==> config.mk <==
export PLATFORM = sky130hd
export DESIGN_NAME = parking_meter_ctrl
export DESIGN_NICKNAME = d
export VERILOG_FILES = /design/src/rtl/parking_meter_pkg.sv /design/src/rtl/parking_meter_ctrl_tick.sv /design/src/rtl/parking_meter_ctrl.sv
export SDC_FILE = /design/constraint.sdc
export NUM_CORES = 1
export LEC_CHECK = 0
export ABC_CLOCK_PERIOD_IN_PS = 4200
export CELL_PAD_IN_SITES_DETAIL_PLACEMENT = 0
export CELL_PAD_IN_SITES_GLOBAL_PLACEMENT = 1
export CORE_ASPECT_RATIO = 1.25
export CORE_MARGIN = 2
export CORE_UTILIZATION = 40
export DETAILED_ROUTE_END_ITERATION = 8
export PLACE_DENSITY_LB_ADDON = 0.1
export SYNTH_ARGS = -nofsm -noshare
export SYNTH_HDL_FRONTEND = slang
export SYNTH_SLANG_ARGS = --single-unit
==> constraint.sdc <==
create_clock -name clk -period 4.2 [get_ports clk]
set_input_delay 0.84 -clock clk [delete_from_list [all_inputs] [get_ports clk]]
set_output_delay 0.84 -clock clk [all_outputs]
set_load 0.01 [all_outputs]
==> src/rtl/parking_meter_pkg.sv <==
// Parking meter shared definitions:
// coin amounts, load values, FSM states.
package parking_meter_pkg;

  localparam int unsigned ADD_50   = 50;
  localparam int unsigned ADD_150  = 150;
  localparam int unsigned ADD_200  = 200;
  localparam int unsigned ADD_500  = 500;

  localparam int unsigned LOAD_10  = 10;
  localparam int unsigned LOAD_205 = 205;

  localparam int unsigned LOW_THRESH = 200;

  typedef enum logic [1:0] {
    ST_HIGH    = 2'd0,
    ST_LOW     = 2'd1,
    ST_EXPIRED = 2'd2
  } state_t;

  function automatic state_t state_of(
    input logic [15:0] v
  );
    state_t s;
    if (v == 16'd0) begin
      s = ST_EXPIRED;
    end else if (v >= 16'(LOW_THRESH)) begin
      s = ST_HIGH;
    end else begin
      s = ST_LOW;
    end
    return s;
  endfunction

endpackage

==> src/rtl/parking_meter_ctrl_tick.sv <==
// Prescaler: one-second and half-second
// strobes, restartable from count 0.
module meter_tick_gen #(
  parameter int unsigned CLK_HZ = 100_000_000
) (
  input  logic clk,
  input  logic reset,
  input  logic restart,
  output logic sec_tick,
  output logic half_tick
);

  localparam int unsigned CW = $clog2(CLK_HZ);
  localparam logic [CW-1:0] LAST = CW'(CLK_HZ - 1);
  localparam logic [CW-1:0] MID  = CW'(CLK_HZ / 2 - 1);

  logic [CW-1:0] cnt_q;
  logic [CW-1:0] cnt_d;

  always_comb begin
    if (restart || cnt_q == LAST) begin
      cnt_d = '0;
    end else begin
      cnt_d = cnt_q + CW'(1);
    end
  end

  assign sec_tick  = (cnt_q == LAST);
  assign half_tick = (cnt_q == MID) || sec_tick;

  always_ff @(posedge clk) begin
    if (reset) begin
      cnt_q <= '0;
    end else begin
      cnt_q <= cnt_d;
    end
  end

endmodule

==> src/rtl/parking_meter_ctrl.sv <==
// Parking meter countdown datapath,
// HIGH/LOW/EXPIRED FSM and display blanking.
module parking_meter_ctrl
  import parking_meter_pkg::*;
#(
  parameter int unsigned CLK_HZ   = 100_000_000,
  parameter int unsigned MAX_TIME = 9999
) (
  input  logic        clk,
  input  logic        reset,
  input  logic        add_50,
  input  logic        add_150,
  input  logic        add_200,
  input  logic        add_500,
  input  logic        rst_10,
  input  logic        rst_205,
  output logic [15:0] meter_data,
  output logic        blank,
  output logic        expired,
  output logic [1:0]  state
);

  logic        sec_tick;
  logic        half_tick;
  logic        load;
  logic [15:0] load_val;
  logic [16:0] amt;
  logic [16:0] base;
  logic [16:0] sum;
  logic        dec;

  logic [15:0] meter_q;
  logic [15:0] meter_d;
  state_t      state_q;
  state_t      state_d;
  logic        blank_q;
  logic        blank_d;
  logic        expired_q;
  logic        expired_d;

  meter_tick_gen #(
    .CLK_HZ(CLK_HZ)
  ) u_tick (
    .clk      (clk),
    .reset    (reset),
    .restart  (load),
    .sec_tick (sec_tick),
    .half_tick(half_tick)
  );

  // Only the highest-priority request in a cycle is honoured
  always_comb begin
    load     = 1'b0;
    load_val = '0;
    amt      = '0;
    priority case (1'b1)
      rst_205: begin
        load     = 1'b1;
        load_val = 16'(LOAD_205);
      end
      rst_10: begin
        load     = 1'b1;
        load_val = 16'(LOAD_10);
      end
      add_500: amt = 17'(ADD_500);
      add_200: amt = 17'(ADD_200);
      add_150: amt = 17'(ADD_150);
      add_50:  amt = 17'(ADD_50);
      default: ;
    endcase
  end

  always_comb begin
    dec  = sec_tick && (meter_q != 16'd0);
    base = {1'b0, meter_q} - {16'd0, dec};
    sum  = base + amt;
    if (load) begin
      meter_d = load_val;
    end else if (sum > 17'(MAX_TIME)) begin
      meter_d = 16'(MAX_TIME);
    end else begin
      meter_d = sum[15:0];
    end
  end

  // Flash phase restarts dark-off on any state change or load
  always_comb begin
    state_d   = state_of(meter_d);
    expired_d = (state_d == ST_EXPIRED);
    blank_d   = 1'b0;
    if (!load && state_d == state_q) begin
      unique case (state_d)
        ST_LOW:     blank_d = blank_q ^ sec_tick;
        ST_EXPIRED: blank_d = blank_q ^ half_tick;
        default:    blank_d = 1'b0;
      endcase
    end
  end

  always_ff @(posedge clk) begin
    if (reset) begin
      meter_q   <= '0;
      state_q   <= ST_EXPIRED;
      blank_q   <= 1'b0;
      expired_q <= 1'b1;
    end else begin
      meter_q   <= meter_d;
      state_q   <= state_d;
      blank_q   <= blank_d;
      expired_q <= expired_d;
    end
  end

  assign meter_data = meter_q;
  assign blank      = blank_q;
  assign expired    = expired_q;
  assign state      = state_q;

endmodule

Word-level counts from Yosys, hierarchy flattened
Index checks and enable logic that the tools add are counted.
- multiplexer cells: 15
- equal/unequal tests: 5
- reductions and logical operators: 9
- bitwise gates (word level): 3
- order comparisons: 2
- $add $sub $neg: 3
- operator list (kind ; number):
    two-way mux 16 bit ; 2
    adder 27 x 1 -> 27 bit (second input constant) ; 1
    equality test 27 x 26 -> 1 bit (second input constant) ; 1
    equality test 27 bit (second input constant) ; 1
    two-way mux 8 bit ; 3
    two-way mux 9 bit ; 2
    adder 17 bit ; 1
    > comparator 17 x 14 -> 1 bit (second input constant) ; 1
    two-way mux 17 bit ; 1
    subtractor 16 x 1 -> 17 bit ; 1
    greater-or-equal comparator 16 x 8 -> 1 bit (second input constant) ; 1
    logical NOT 16 bit ; 1
    nonzero test 16 bit ; 1
    two-way mux 6 bit ; 1
    two-way mux 4 bit ; 1
    OR reduction 2 bit ; 2
    two-way mux 1 bit ; 3
    equality test 2 x 1 -> 1 bit (second input constant) ; 1
    equality test 2 bit ; 1
    equality test 2 bit (second input constant) ; 1
    logical AND 1 bit ; 2
    logical OR 1 bit ; 2
    two-way mux 2 bit ; 1
    case mux 1 bit (2 select lines) ; 1
    3 further kinds ; 4
- word-level logic and storage cells: 42
- register bits: 47
- output and inout bits: 20
- input bits: 8

Logic depth before layout (Yosys ltp)
- word-level depth: 17
- gate-level depth with buffers: 20
- depth with buffers taken out: 18

By module
From an unflattened synthesis, not the netlist that was laid out.
- cell total of the unflattened synthesis: 448
- area total of the unflattened synthesis: 3515.9 um2
- modules (own cells, without submodules) (module ; times used ; cells each ; area each (um2) ; seq. area each (um2)):
    parking_meter_ctrl ; 1 ; 267 ; 2058.2 ; 400.4
    meter_tick_gen ; 1 ; 181 ; 1457.6 ; 540.5

Worst setup path before layout
Ideal clock, no wire load.
- kind: in2reg
- start: input port rst_10
- end: register meter_q[6], in the netlist meter_data[6]
- cell stages on the path: 15
- data arrival time: 4.093 ns
- buffers on the path: 2
- slack: -0.008 ns
- library setup time: 0.116 ns
- data required time: 4.084 ns
- path through: nor2_1 > clkbuf_1 > o21ai_0 > ha_1 > inv_1 > fa_1 > a21o_1 > a22oi_1 > mux2i_1 > o211ai_1 > or4_1 > a21oi_2 > nor2b_4 > buf_6 > a31o_1
- word-level cells in the longest chain between the ends: 6
- elaborated cells between the ends (all ways): 8
- classes of those cells: add/sub (1); order compare (1); mux (6)
- ends and longest elaborated chain (item ; RTL line ; source):
    from (decl) ; parking_meter_ctrl.sv:15 ; input logic rst_10,
    two-way mux 9 bit ; parking_meter_ctrl.sv:56 ; priority case (1'b1)
    two-way mux 17 bit ; parking_meter_ctrl.sv:56 ;
    adder 17 bit ; parking_meter_ctrl.sv:76 ; sum = base + amt;
    > comparator 17 x 14 -> 1 bit ; parking_meter_ctrl.sv:79 ; end else if (sum > 17'(MAX_TIME)) begin
    two-way mux 16 bit ; parking_meter_ctrl.sv:79 ;
    two-way mux 16 bit (*) ; parking_meter_ctrl.sv:77 ; if (load) begin
    to (signal assigned) ; parking_meter_ctrl.sv:107 ; meter_q <= meter_d;
    to (decl) ; parking_meter_ctrl.sv:32 ; logic [15:0] meter_q;
Mark *: on every way between the ends. The rest lies on a longest branch, timed or not.
A chain may end at the register's enable or synchronous reset.

Final worst setup path
- start: register meter_q[13], in the netlist meter_data[13]
- end: register meter_q[6], in the netlist meter_data[6]
- word-level cells in the longest chain between the ends: 7
- ends and longest elaborated chain (item ; RTL line ; source):
    nonzero test 16 bit ; parking_meter_ctrl.sv:74 ; dec = sec_tick && (meter_q != 16'd0);
    logical AND 1 bit ; parking_meter_ctrl.sv:74 ;
    subtractor 16 x 1 -> 17 bit (*) ; parking_meter_ctrl.sv:75 ; base = {1'b0, meter_q} - {16'd0, dec};
    adder 17 bit (*) ; parking_meter_ctrl.sv:76 ;
    > comparator 17 x 14 -> 1 bit ; parking_meter_ctrl.sv:79 ;
    two-way mux 16 bit (*) ; parking_meter_ctrl.sv:79 ;
    two-way mux 16 bit (*) ; parking_meter_ctrl.sv:77 ;
Marked as above.

==> key figures <==
Status
  – Result of the run: finished, final reports clean

Logic synthesis
  – Fraction of registers with async set/reset: 0%
  – Commonest register cell after synthesis: sky130_fd_sc_hd__dfxtp_1
  – Number of cells produced by synthesis: ~400
  – Synthesized area per cell: roughly 8.4 um2
  – Library cells used by synthesis: between 60 and 70
  – Sequential fraction of the synthesis area: 28.4%
  – Syn Std Cell Area: 0.00331 mm2
  – Post-synth EDFFs: 0
  – Yosys Warn Count: 0
  – Total of flip-flops plus latches after synthesis: 47

Place
  – Number of cells in the design after placement: 577
  – Dpl hpwl: 6780 um
  – Number of buffers added on ports: 27
  – Final RePlAce weighted congestion: 0.809
  – Place WS: -0.539 ns

Floorplanning
  – Count of boundary I/O pins: 28
  – Die Outline Area: ~0.0090 mm2
  – Initial Util: ~41%
  – Chip Width: 85.4 um
  – Total core area: 0.00815 mm2
  – Number of placement rows: 37
  – Die Ht: 106 um

CTS
  – Number of buffers added by the clock tree synthesis step: 5
  – Clk sinks: between 40 and 50
  – CTS root buf: sky130_fd_sc_hd__clkbuf_8
  – Worst skew pair latency: ~0.30 ns
  – H-tree levels: 2
  – Clock slew seen by the registers of the worst setup and hold paths: around 0.090 ns
  – Maximum root-to-sink buffer count: 2
  – CTS tree: yes

Final layout
  – Count of inserted antenna diode cells: 0
  – Layout-stage area growth over the synthesis result: 37.5%
  – Count of filler cells inserted in the layout: roughly 760
  – Share of final-layout standard cells stronger than drive strength 1: roughly 31%
  – Commonest non-fill, non-tap cells in the layout: sky130_fd_sc_hd__buf_4 (73), sky130_fd_sc_hd__nor2_1 (45), sky130_fd_sc_hd__dfxtp_1 (40), sky130_fd_sc_hd__inv_1 (37), sky130_fd_sc_hd__nand2_1 (30)
  – Most common cell after layout, fill and taps aside: sky130_fd_sc_hd__buf_4
  – Net count of the finished layout: 530
  – Area taken by flip-flops and latches: roughly 950 um2
  – Footprint of the multi-input gates: 0.00239 mm2
  – Final cell count without fillers: between 500 and 600

GRT
  – GR Util met2: a little over a third
  – Vias in the first global route: around 3k
  – Grt peak-use layer: met2
  – Global-route wire length before repair: 14000 um
  – GR Util met1: 22.7%
  – Congestion Overflow GR: 0
  – Pin count of the biggest net entering global routing: 27
  – Number of antenna violations at the first check in global routing: 0
  – GRT Util Overall: 19.2%
  – Fraction of met3 tracks used by global routing: 2.04%

Critical path
  – Endpoint required time on the critical path: 4.40 ns
  – Worst setup endpoint: meter_data[6]
  – Reg-to-reg startpoint: meter_data[13]
  – Arrival @ worst endpoint: approximately 4.2 ns
  – Crit path launch type: flop
  – Worst reg-to-reg path cell count: 20
  – CP max FO: 8
  – Critical R2R Capture: meter_data[6]
  – Sequence of cells on the critical path: inv_2 > ha_4 > nor4b_4 > nand4_1 > nor4_4 > nor3_4 > ha_2 > inv_2 > ha_4 > buf_4 > a211oi_2 > buf_4 > o21bai_1 > nand2_1 > and4_1 > or4_4 > a21oi_4 > nor2b_4 > buf_12 > a31o_1
  – Flop-to-flop setup slack: 0.17 ns
  – CP max stage delay: 0.43 ns
  – Type of element capturing the critical path: flop
  – Category of the most critical setup path: reg -> reg
  – CP max stage cell: sky130_fd_sc_hd__or4_4
  – Start point of the critical path: meter_data[13]

Timing
  – Count of final setup violators: 0
  – Setup Skew: 0.00277 ns
  – Transition time of the tightest slew-check pin: 0.624 ns
  – Max-slew violation count: 0
  – Slack of the critical path: 0.165 ns
  – Sum of negative setup slack: 0 ns
  – Worst slew margin relative to its limit: 58.3%
  – Final hold violation count: 0
  – Achievable frequency: 248 MHz
  – Min Hold Slack: 0.520 ns
  – Post-route clock period utilization: 96.1%
  – Final min period: 4.03 ns

Detailed routing
  – Wire length per cell: between 10 and 15 um
  – Remaining design rule violation count: 0
  – Number of search-and-repair iterations in the first detailed-routing pass: 4
  – Routed via count: 3082
  – Total Routed Length: ~9000 um
  – Post-route ant nets: 0
  – Iter 0 DRT Violations: 113
  – Detailed-route vias per instance: 5.21

Worst hold path
  – Min-delay worst type: reg -> reg

Pwr
  – Leakage power total: 1.89 nW
  – Worst IR drop on VDD: 309 uV
  – Sum of internal, switching and leakage power: 1.32 mW
  – Total power density per cell area: roughly 290 mW/mm2

Run
  – Reported max-cap violation count: 0
## synthesized netlist by cell type (3+ instances only)
library cell	count	area [um2]
sky130_fd_sc_hd__nor3b_1	3	22.5
sky130_fd_sc_hd__clkbuf_1	6	22.5
sky130_fd_sc_hd__o21ai_1	3	15.0
sky130_fd_sc_hd__o21a_1	3	22.5
sky130_fd_sc_hd__and4_1	5	43.8
sky130_fd_sc_hd__o21ai_0	8	40.0
sky130_fd_sc_hd__nor2_1	46	173
sky130_fd_sc_hd__and4b_1	3	30.0
sky130_fd_sc_hd__a31o_1	3	26.3
sky130_fd_sc_hd__nor2b_1	4	25.0
sky130_fd_sc_hd__inv_1	43	161
sky130_fd_sc_hd__a31oi_1	6	37.5
sky130_fd_sc_hd__a2111oi_2	3	45.0
sky130_fd_sc_hd__nor4_1	3	18.8
sky130_fd_sc_hd__nand3_1	14	70.1
sky130_fd_sc_hd__o31ai_1	4	30.0
sky130_fd_sc_hd__nand2b_1	3	18.8
sky130_fd_sc_hd__nand4_1	6	37.5
sky130_fd_sc_hd__and3_1	11	68.8
sky130_fd_sc_hd__ha_1	28	350
sky130_fd_sc_hd__xnor2_1	14	123
sky130_fd_sc_hd__a21oi_1	12	60.1
sky130_fd_sc_hd__dfxtp_1	47	941
sky130_fd_sc_hd__nand2_1	31	116
sky130_fd_sc_hd__xor2_1	22	193
sky130_fd_sc_hd__nor3_1	5	25.0
sky130_fd_sc_hd__a21o_1	5	37.5
sky130_fd_sc_hd__buf_6	4	45.0
## per-stage QoR
| step | utilization (%) | cell area (um2) |
|---|---|---|
| 4_1_cts | 53.3 | 4340 |
| 3_5_place_dp | 51.0 | 4150 |
| 2_1_floorplan | - | 3320 |
| 6_report | 55.9 | 4550 |
| 3_3_place_gp | 51.0 | 4150 |
| 5_1_grt | 55.9 | 4550 |
## power breakdown
| part | leakage, nW | internal [mW] | total [mW] | switching, mW |
|---|---|---|---|---|
| clock network | 0.0483 | 0.118 | 0.279 | 0.161 |
| logic | 1.45 | 0.292 | 0.573 | 0.281 |
| registers | 0.386 | 0.455 | 0.464 | 0.00818 |
| total | 1.89 | 0.865 | 1.32 | 0.451 |
## worst max-delay path, delay by kind of cell (launching register included)
| kind | cells | cell delay, ns |
|---|---|---|
| compound gates | 4 | 0.75 |
| flops | 1 | 0.34 |
| simple gates | 8 | 1.82 |
| fa+ha+maj | 3 | 0.48 |
| buf+inv | 5 | 0.53 |
## worst min-delay path by stage
| stage | start | to | slack (ns) | depth (start not counted) |
|---|---|---|---|---|
| after global routing | u_tick.cnt_q[0] | u_tick.cnt_q[0] | 0.58 | 2 |
| after global placement | u_tick.cnt_q[22] | u_tick.cnt_q[22] | 0.49 | 2 |
| after floorplan | u_tick.cnt_q[0] | u_tick.cnt_q[0] | 0.44 | 1 |
| final | u_tick.cnt_q[22] | u_tick.cnt_q[22] | 0.52 | 2 |
| after detailed placement | u_tick.cnt_q[22] | u_tick.cnt_q[22] | 0.50 | 2 |
| after CTS | u_tick.cnt_q[22] | u_tick.cnt_q[22] | 0.53 | 2 |
## sequential cells by signal (all words and copies together) (netlist names)
register and cells:
u_tick.cnt_q 27, meter_data 16, blank 1, expired 1, state 2
## what timing repair did
item                       4_1_cts  5_1_grt
buffers inserted                 1        7
resized for setup               25       46
pin swaps                       12       27
hold buffers                     0        0
setup endpoints to repair       15       15
## area by class of cell
cell class / instances / area share [%]
clock buffer: 5 / 1.51
clock inverter: 3 / 0.412
inverter: 43 / 3.55
multi-input combinational: 294 / 52.5
sequential: 47 / 20.9
tap: 97 / 2.67
timing repair buffer: 102 / 18.5
## cells by family after synthesis
kind of cell	after synthesis	synth area share, %
adders and majority gates	29	11.2
AOI/OAI and AO/OA	73	18.0
DFF	47	28.4
xor gates and xnor gates	36	9.52
buffers and inverters	56	7.44
muxes	1	0.302
other	1	0.113
and+or+nand+nor	153	25.0
## layer usage
metal / up-vias / share of wire (%)
met5: - / 0
met4: 0 / 1.7
met3: 10 / 1.5
met2: 38 / 54
met1: 1449 / 43
li1: 1585 / -
(Power assumes the default switching activity.)
